**src/rtl/rps_round_if.sv**
```systemverilog
// Display handshake between the round controller and the LCD 1602 driver.
// The controller holds disp_req with a stable disp_code until the driver pulses disp_ack.
interface rps_round_if;
  logic       disp_req;
  logic [2:0] disp_code;
  logic       disp_ack;

  modport master (output disp_req, output disp_code, input disp_ack);
  modport slave  (input disp_req, input disp_code, output disp_ack);
endinterface

```
**src/rtl/rps_round_ctrl.sv**
```systemverilog
// Rock-paper-scissors match sequencer: latches moves, judges rounds, keeps scores
// and issues one LCD message per event over a req/ack handshake.
module rps_round_ctrl #(
  parameter int unsigned HOLD_CYC  = 50_000_000,
  parameter int unsigned WIN_SCORE = 3
) (
  input  logic        clk,
  input  logic        rst_n,
  input  logic        start,
  input  logic [3:0]  A,
  input  logic [3:0]  B,
  rps_round_if.master disp,
  output logic [1:0]  move_a,
  output logic [1:0]  move_b,
  output logic [1:0]  result,
  output logic [3:0]  score_a,
  output logic [3:0]  score_b,
  output logic        match_over
);

  localparam int unsigned CNT_W = (HOLD_CYC < 2) ? 1 : $clog2(HOLD_CYC + 1);
  localparam int unsigned MV_W  = 2;
  localparam int unsigned SC_W  = 4;

  localparam logic [CNT_W-1:0] CNT_LAST  = CNT_W'((HOLD_CYC == 0) ? 0 : HOLD_CYC - 1);
  localparam logic [SC_W-1:0]  SCORE_WIN = SC_W'(WIN_SCORE);
  localparam logic [SC_W-1:0]  SCORE_MAX = '1;

  localparam logic [1:0] RES_NONE = 2'b00;
  localparam logic [1:0] RES_A    = 2'b01;
  localparam logic [1:0] RES_B    = 2'b10;
  localparam logic [1:0] RES_DRAW = 2'b11;

  typedef enum logic [2:0] {
    CODE_READY   = 3'd0,
    CODE_A_ROUND = 3'd1,
    CODE_B_ROUND = 3'd2,
    CODE_DRAW    = 3'd3,
    CODE_A_MATCH = 3'd4,
    CODE_B_MATCH = 3'd5
  } code_e;

  typedef enum logic [3:0] {
    ST_IDLE    = 4'd0,
    ST_PROMPT  = 4'd1,
    ST_WAIT_MV = 4'd2,
    ST_JUDGE   = 4'd3,
    ST_SHOW    = 4'd4,
    ST_HOLD    = 4'd5,
    ST_RELEASE = 4'd6,
    ST_FINAL   = 4'd7,
    ST_OVER    = 4'd8
  } state_e;

  state_e             state, state_nxt;
  logic               req_q, req_nxt;
  code_e              code_q, code_nxt;
  logic [MV_W-1:0]    move_a_nxt, move_b_nxt;
  logic [1:0]         result_nxt;
  logic [SC_W-1:0]    score_a_nxt, score_b_nxt;
  logic               match_over_nxt;
  logic [CNT_W-1:0]   cnt, cnt_nxt;

  logic               a_legal, b_legal;
  logic               a_have, b_have;
  logic [1:0]         verdict;

  // 1 rock, 2 scissors, 3 paper; anything else counts as no move
  function automatic logic is_legal(input logic [3:0] mv);
    return (mv == 4'd1) || (mv == 4'd2) || (mv == 4'd3);
  endfunction

  // Each move beats the one numbered one above it, paper wraps onto rock
  function automatic logic [1:0] judge(input logic [MV_W-1:0] a, input logic [MV_W-1:0] b);
    logic [1:0] r;
    r = RES_B;
    if (a == b) begin
      r = RES_DRAW;
    end else if ((a == 2'd1 && b == 2'd2) || (a == 2'd2 && b == 2'd3) ||
                 (a == 2'd3 && b == 2'd1)) begin
      r = RES_A;
    end
    return r;
  endfunction

  assign a_legal = is_legal(A);
  assign b_legal = is_legal(B);
  assign a_have  = (move_a != '0) || a_legal;
  assign b_have  = (move_b != '0) || b_legal;
  assign verdict = judge(move_a, move_b);

  assign disp.disp_req  = req_q;
  assign disp.disp_code = code_q;

  // State and all registered outputs
  always_ff @(posedge clk or negedge rst_n) begin
    if (!rst_n) begin
      state      <= ST_IDLE;
      req_q      <= 1'b0;
      code_q     <= CODE_READY;
      move_a     <= '0;
      move_b     <= '0;
      result     <= RES_NONE;
      score_a    <= '0;
      score_b    <= '0;
      match_over <= 1'b0;
      cnt        <= '0;
    end else begin
      state      <= state_nxt;
      req_q      <= req_nxt;
      code_q     <= code_nxt;
      move_a     <= move_a_nxt;
      move_b     <= move_b_nxt;
      result     <= result_nxt;
      score_a    <= score_a_nxt;
      score_b    <= score_b_nxt;
      match_over <= match_over_nxt;
      cnt        <= cnt_nxt;
    end
  end

  // Next-state and next-output logic; req rises together with its code on state entry
  always_comb begin
    state_nxt      = state;
    req_nxt        = req_q;
    code_nxt       = code_q;
    move_a_nxt     = move_a;
    move_b_nxt     = move_b;
    result_nxt     = result;
    score_a_nxt    = score_a;
    score_b_nxt    = score_b;
    match_over_nxt = match_over;
    cnt_nxt        = cnt;

    unique case (state)
      ST_IDLE, ST_OVER: begin
        if (start) begin
          state_nxt      = ST_PROMPT;
          req_nxt        = 1'b1;
          code_nxt       = CODE_READY;
          move_a_nxt     = '0;
          move_b_nxt     = '0;
          result_nxt     = RES_NONE;
          score_a_nxt    = '0;
          score_b_nxt    = '0;
          match_over_nxt = 1'b0;
        end
      end

      ST_PROMPT: begin
        if (disp.disp_ack) begin
          req_nxt   = 1'b0;
          state_nxt = ST_WAIT_MV;
        end
      end

      ST_WAIT_MV: begin
        // First legal value wins; an already-latched move is never overwritten
        if (move_a == '0 && a_legal) move_a_nxt = MV_W'(A);
        if (move_b == '0 && b_legal) move_b_nxt = MV_W'(B);
        if (a_have && b_have) state_nxt = ST_JUDGE;
      end

      ST_JUDGE: begin
        result_nxt = verdict;
        req_nxt    = 1'b1;
        state_nxt  = ST_SHOW;
        unique case (verdict)
          RES_A: begin
            code_nxt = CODE_A_ROUND;
            if (score_a != SCORE_MAX) score_a_nxt = score_a + SC_W'(1);
          end
          RES_B: begin
            code_nxt = CODE_B_ROUND;
            if (score_b != SCORE_MAX) score_b_nxt = score_b + SC_W'(1);
          end
          default: code_nxt = CODE_DRAW;
        endcase
      end

      ST_SHOW: begin
        if (disp.disp_ack) begin
          req_nxt   = 1'b0;
          cnt_nxt   = '0;
          state_nxt = ST_HOLD;
        end
      end

      ST_HOLD: begin
        if (cnt == CNT_LAST) begin
          if (score_a == SCORE_WIN || score_b == SCORE_WIN) begin
            state_nxt = ST_FINAL;
            req_nxt   = 1'b1;
            code_nxt  = (score_a == SCORE_WIN) ? CODE_A_MATCH : CODE_B_MATCH;
          end else begin
            state_nxt = ST_RELEASE;
          end
        end else begin
          cnt_nxt = cnt + CNT_W'(1);
        end
      end

      ST_RELEASE: begin
        // Both players must let go, so a held input cannot auto-play the next round
        if (!a_legal && !b_legal) begin
          move_a_nxt = '0;
          move_b_nxt = '0;
          state_nxt  = ST_WAIT_MV;
        end
      end

      ST_FINAL: begin
        if (disp.disp_ack) begin
          req_nxt        = 1'b0;
          match_over_nxt = 1'b1;
          state_nxt      = ST_OVER;
        end
      end

      default: begin
        state_nxt = ST_IDLE;
        req_nxt   = 1'b0;
      end
    endcase
  end

endmodule
```
**src/flat_wrapper.sv**
```systemverilog
// flat-port wrapper written by rule: the top's interface ports become plain ports
module rps_round_ctrl_flat 
#(
  parameter int unsigned HOLD_CYC  = 50_000_000,
  parameter int unsigned WIN_SCORE = 3
)
  (clk, rst_n, start, A, B, move_a, move_b, result, score_a, score_b, match_over, disp_disp_req, disp_disp_code, disp_disp_ack);
  rps_round_if disp_i ();
  input  logic clk;
  input  logic rst_n;
  input  logic start;
  input  logic [3:0] A;
  input  logic [3:0] B;
  output logic [1:0] move_a;
  output logic [1:0] move_b;
  output logic [1:0] result;
  output logic [3:0] score_a;
  output logic [3:0] score_b;
  output logic match_over;
  output wire logic [$bits(disp_i.disp_req)-1:0] disp_disp_req;
  output wire logic [$bits(disp_i.disp_code)-1:0] disp_disp_code;
  input wire logic [$bits(disp_i.disp_ack)-1:0] disp_disp_ack;
  assign disp_disp_req = disp_i.disp_req;
  assign disp_disp_code = disp_i.disp_code;
  assign disp_i.disp_ack = disp_disp_ack;
  rps_round_ctrl #(.HOLD_CYC(HOLD_CYC), .WIN_SCORE(WIN_SCORE)) u_core (.clk(clk), .rst_n(rst_n), .start(start), .A(A), .B(B), .disp(disp_i), .move_a(move_a), .move_b(move_b), .result(result), .score_a(score_a), .score_b(score_b), .match_over(match_over));
endmodule
```
**config.mk**
```make
export PLATFORM = sky130hd
export DESIGN_NAME = rps_round_ctrl_flat
export DESIGN_NICKNAME = d
export VERILOG_FILES = /design/src/rtl/rps_round_if.sv /design/src/rtl/rps_round_ctrl.sv /design/src/flat_wrapper.sv
export SDC_FILE = /design/constraint.sdc
export NUM_CORES = 1
export LEC_CHECK = 0
export CAP_MARGIN = 20
export CORE_MARGIN = 2
export CORE_UTILIZATION = 35
export CTS_CLUSTER_SIZE = 16
export DETAILED_ROUTE_END_ITERATION = 8
export PLACE_DENSITY = 0.62
export RECOVER_POWER = 50
export SETUP_SLACK_MARGIN = 0.05
export SYNTH_ARGS = -nofsm -noshare
export SYNTH_HDL_FRONTEND = slang
export SYNTH_SLANG_ARGS = --single-unit
```
**constraint.sdc**
```tcl
create_clock -name clk -period 2.05 [get_ports clk]
set_input_delay 0.41 -clock clk [delete_from_list [all_inputs] [get_ports clk]]
set_output_delay 0.41 -clock clk [all_outputs]
set_load 0.005 [all_outputs]
```
# Word-level counts from Yosys, hierarchy flattened
# Index checks and enable logic that the tools add are counted.
# totals
wordCells,141
in_bits,12
ram_bits,0
memories,0
latchBits,0
ff_bits,49
output_inout_bits,19
romBits,0
# op_classes
add_sub_neg,3
shift,0
n_mux,42
multipliers,0
n_div,0
n_bitwise,1
magnitude_cmp,0
eq_ne,44
reduce_logical,41
# op_table
op,count
26-bit two-way mux,2
26-bit case mux with 2 select lines,1
4-bit two-way mux,12
4-bit by 2-bit == test with 1-bit output (second input constant),8
4-bit case mux with 8 select lines,1
26-bit by 1-bit adder with 26-bit output (second input constant),1
26-bit == test (second input constant),1
2-bit by 1-bit != test with 1-bit output (second input constant),10
4-bit AND reduction,5
4-bit by 3-bit == test with 1-bit output (second input constant),4
4-bit case mux with 2 select lines,2
4-bit by 1-bit == test with 1-bit output (second input constant),3
2-bit two-way mux,6
2-bit != test (second input constant),6
2-bit case mux with 3 select lines,2
2-bit == test (second input constant),5
2-bit nonzero test,5
1-bit logical OR,9
3-bit two-way mux,3
3-bit case mux with 3 select lines,1
4-bit by 1-bit adder with 4-bit output (second input constant),2
1-bit two-way mux,8
4-bit != test (second input constant),2
2-bit case mux with 2 select lines,2
other kinds (17),30

# Logic depth before layout (Yosys ltp)
# logic_depth
word_depth,9
ltp_mapped,8
ltp_nobuf,6

# Least setup slack after synthesis
# No wires, ideal clock.
# synth_path
kind,reg-to-reg
startpoint,register u_core.cnt[0]
endpoint,register u_core.code_q[0] (netlist: u_core.disp.disp_code[0])
stages_incl_launch_ff,7
n_path_buf,0
t_required_ns,1.925
setup_slack_ns,-0.084
arrival_time_ns,2.009
setup_time_ns,0.125
synth_period_minus_slack_ns,2.134
cell_sequence,dfrtp_1 ha_1 and3_1 nand3_2 o21ba_1 or4_4 mux2_4
# synth_via
elab_chain_len,3
# synth_rtl
item,line_no,source
from (decl),rps_round_ctrl.sv:62,"logic [CNT_W-1:0] cnt, cnt_nxt;"
from (signal assigned),rps_round_ctrl.sv:118,cnt <= cnt_nxt;
26-bit == test,rps_round_ctrl.sv:190,if (cnt == CNT_LAST) begin
2-bit by 1-bit != test with 1-bit output (no source line),-,
4-bit AND reduction (no source line),-,
to (signal assigned),rps_round_ctrl.sv:111,code_q <= code_nxt;
to (decl),rps_round_ctrl.sv:57,"code_e code_q, code_nxt;"
# Every way passes these cells.
# A chain may end at the register's enable or synchronous reset.

# Worst setup path in the final report
# Ends and elaborated chain as after synthesis.

==> reports/results.ini <==
[cts]
clockRootBuffer=clkbuf_8
cts_htree_levels=2
cts_buffer_depth=2
cts_tree=done
numCtsBuffers=5
clk_pin_slew_ps=100
clk_latency_ps=310
cts.sinks=49

[sta]
min_period_ps=1984
fmax_mhz=504.0
tns_ps=0
rsz0062_at_grt=yes
worst_pin_slew_ps=713.1
fin_skew_ps=10.91
hold_viol=0
setup-violations-final=0
fin_hold_ws_ps=485.4
slew_viol_final=0
slew_headroom=0.5246
fin_crit_sh=0.9678

[drt]
drt_first_iter_violations=165
avgViaCountPerCell=5.654
routed-via-count=2923
wl_per_cell_microns=16.03
antenna_left=0
routed_wl_microns=8289
first_pass_iters=5
route.detailed.drc=0

[placement]
place_congestion=0.8657
port-buffer-count=30
dp_cells=504
dp_hpwl_microns=5821

[yosys]
synth-seq-cells=49
async_flop_share=1.000
ys_warn_count=0
synth.net_count=346
syn_area_per_cell_sq_um=8.932
synth_ff_type=dfrtp_1
syn_inst=331
syn-cell-area_sq_um=2957
synth.distinct_cells=58
seq_area_frac_synth=0.4147
synth_edf_count=0

[layout]
final_common_cell=buf_4
fin_cells=517
nNetsFinal=426
syn_to_final_growth_pct=34.96
insertedDiodeCount=0
drive_gt1_frac=0.2354
nFillCells=783
layout_common_cells=56 x buf_4, 49 x dfrtp_1, 32 x nand2_1, 24 x a31oi_1, 23 x clkdlybuf4s50_1
final_util=0.4856

[grt]
grt_max_degree=39
grt.overflow.total=0
antenna_found_initial=0
track_usage=0.1860
grt_first_pass_wirelength_microns=13520
grt_pass1_vias=2859

[worst_setup_path]
crit_path_end_kind=flop
cp-startpoint=u_core.cnt[0]
cp.required_ps=2250
path_class=flop to flop
startpoint_type=flop
crit_path_max_incr_delay_ps=450
worstRegToRegCells=6
arrival_ps=2180
path_max_fanout=3
crit_end=u_core.disp.disp_code[0]
critPathSlowestCell=or4_4
crit_chain=ha_4 > and3_4 > nand3_4 > o21ba_4 > or4_4 > mux2_4
r2r_slack_ps=70
r2r_start=u_core.cnt[0]
r2r_end=u_core.disp.disp_code[0]

[worst_hold_path]
hold_path_class=flop to flop
whs_path_depth=1

[power_and_ir_drop]
leakage_nw=1.680
p_per_area_nw_per_um2=1201
ir_drop_mv=0.6516
total_power_mw=4.792

[status]
status=completed

[floorplan]
die_y_microns=95.91
die_width_microns=95.91
num_rows=33
ioPinCount=31
start_util=0.3598
die_area_sq_um=9199
placeableCoreArea_sq_um=8217

[flow_run]
timing.max_cap.violations=0

## report_power, final
part           internal [mW]  switching [mW]  total, mW  leakage, nW
Sequential              1.24           0.297       1.54        0.657
Clock                  0.243           0.337      0.579       0.0385
Combinational           1.35            1.33       2.68        0.984
Total                   2.83            1.96       4.79         1.68
## metal layers
metal / part of all wire / global-route usage / vias up
met5: 0 / 0 / -
met4: 0.0053 / 0.03214 / 0
met3: 0.033 / 0.03054 / 6
met2: 0.50 / 0.3287 / 67
met1: 0.46 / 0.2419 / 1413
li1: - / - / 1437
## per-stage QoR
| step | instance area, sq um | setup slack, ps |
|---|---|---|
| CTS | 3882 | 54.79 |
| detailed placement | 3759 | -172.3 |
| floorplan | 2978 | 20.16 |
| global route | 3990 | -14.01 |
| finish | 3990 | 65.95 |
| global placement | 3759 | -165.2 |
## worst max-delay path, delay by kind of cell, from the launching register on
kind | cells | cell delay (ps)
DFF | 1 | 410
adders and majority gates | 1 | 160
and+or+nand+nor | 3 | 760
AOI/OAI and AO/OA | 1 | 240
muxes | 1 | 310
## cell families after synthesis
logic type / synth area share
compound gates: 0.2395
mux: 0.03258
xor+xnor: 0.008889
simple gates: 0.2535
flops: 0.4147
fa+ha+maj: 0.01270
buf+inv: 0.03808
## cells in the mapped netlist, types with 6 or more instances
library cell  number  area share
a21o_1             6       0.015
a21oi_1           13       0.022
a31oi_1           24       0.051
and3_1             6       0.013
buf_2              9       0.015
clkbuf_1           9       0.011
dfrtp_1           49        0.41
inv_1              9       0.011
mux2i_1            7       0.024
nand2_1           32       0.041
nand3_1           17       0.029
nand4_1           10       0.021
nor2_1            22       0.028
nor3_1             8       0.014
o21ai_0           17       0.029
o31ai_1           13       0.033
## worst min-delay path by stage
stage | start | end | slack [ps]
4_1_cts | u_core.disp.disp_code[1] | u_core.disp.disp_code[1] | 490
3_5_place_dp | rst_n | u_core.cnt[13] | 320
3_3_place_gp | rst_n | u_core.cnt[13] | 320
5_1_grt | u_core.disp.disp_code[1] | u_core.disp.disp_code[1] | 530
6_report | u_core.disp.disp_code[1] | u_core.disp.disp_code[1] | 490
2_1_floorplan | rst_n | u_core.cnt[0] | 110
## sequential cells by signal (all words and copies together), names as in the netlist
| name | cells |
|---|---|
| u_core.cnt | 26 |
| u_core.disp.disp_code | 3 |
| u_core.disp.disp_req | 1 |
| u_core.match_over | 1 |
| u_core.move_a | 2 |
| u_core.move_b | 2 |
| u_core.result | 2 |
| u_core.score_a | 4 |
| u_core.score_b | 4 |
| u_core.state | 4 |
## timing repair
item | 4_1_cts | 5_1_grt
pin swaps | 4 | 5
hold buffers | 1 | 0
buffers inserted | 0 | 4
setup endpoints to repair | 21 | 27
endpoints found under the hold margin | 11 | 0
gates resized for setup | 6 | 18
## layout make-up
type | instances | area (sq um) | area share
multi-input cells | 255 | 1749 | 0.4384
clock inverters | 1 | 7.507 | 0.001881
repair buffers | 91 | 765.7 | 0.1919
well taps | 105 | 131.4 | 0.03293
inverters | 9 | 33.78 | 0.008467
flip-flops and latches | 49 | 1226 | 0.3073
clock buffers | 7 | 76.32 | 0.01913
(Power assumes the default switching activity.)
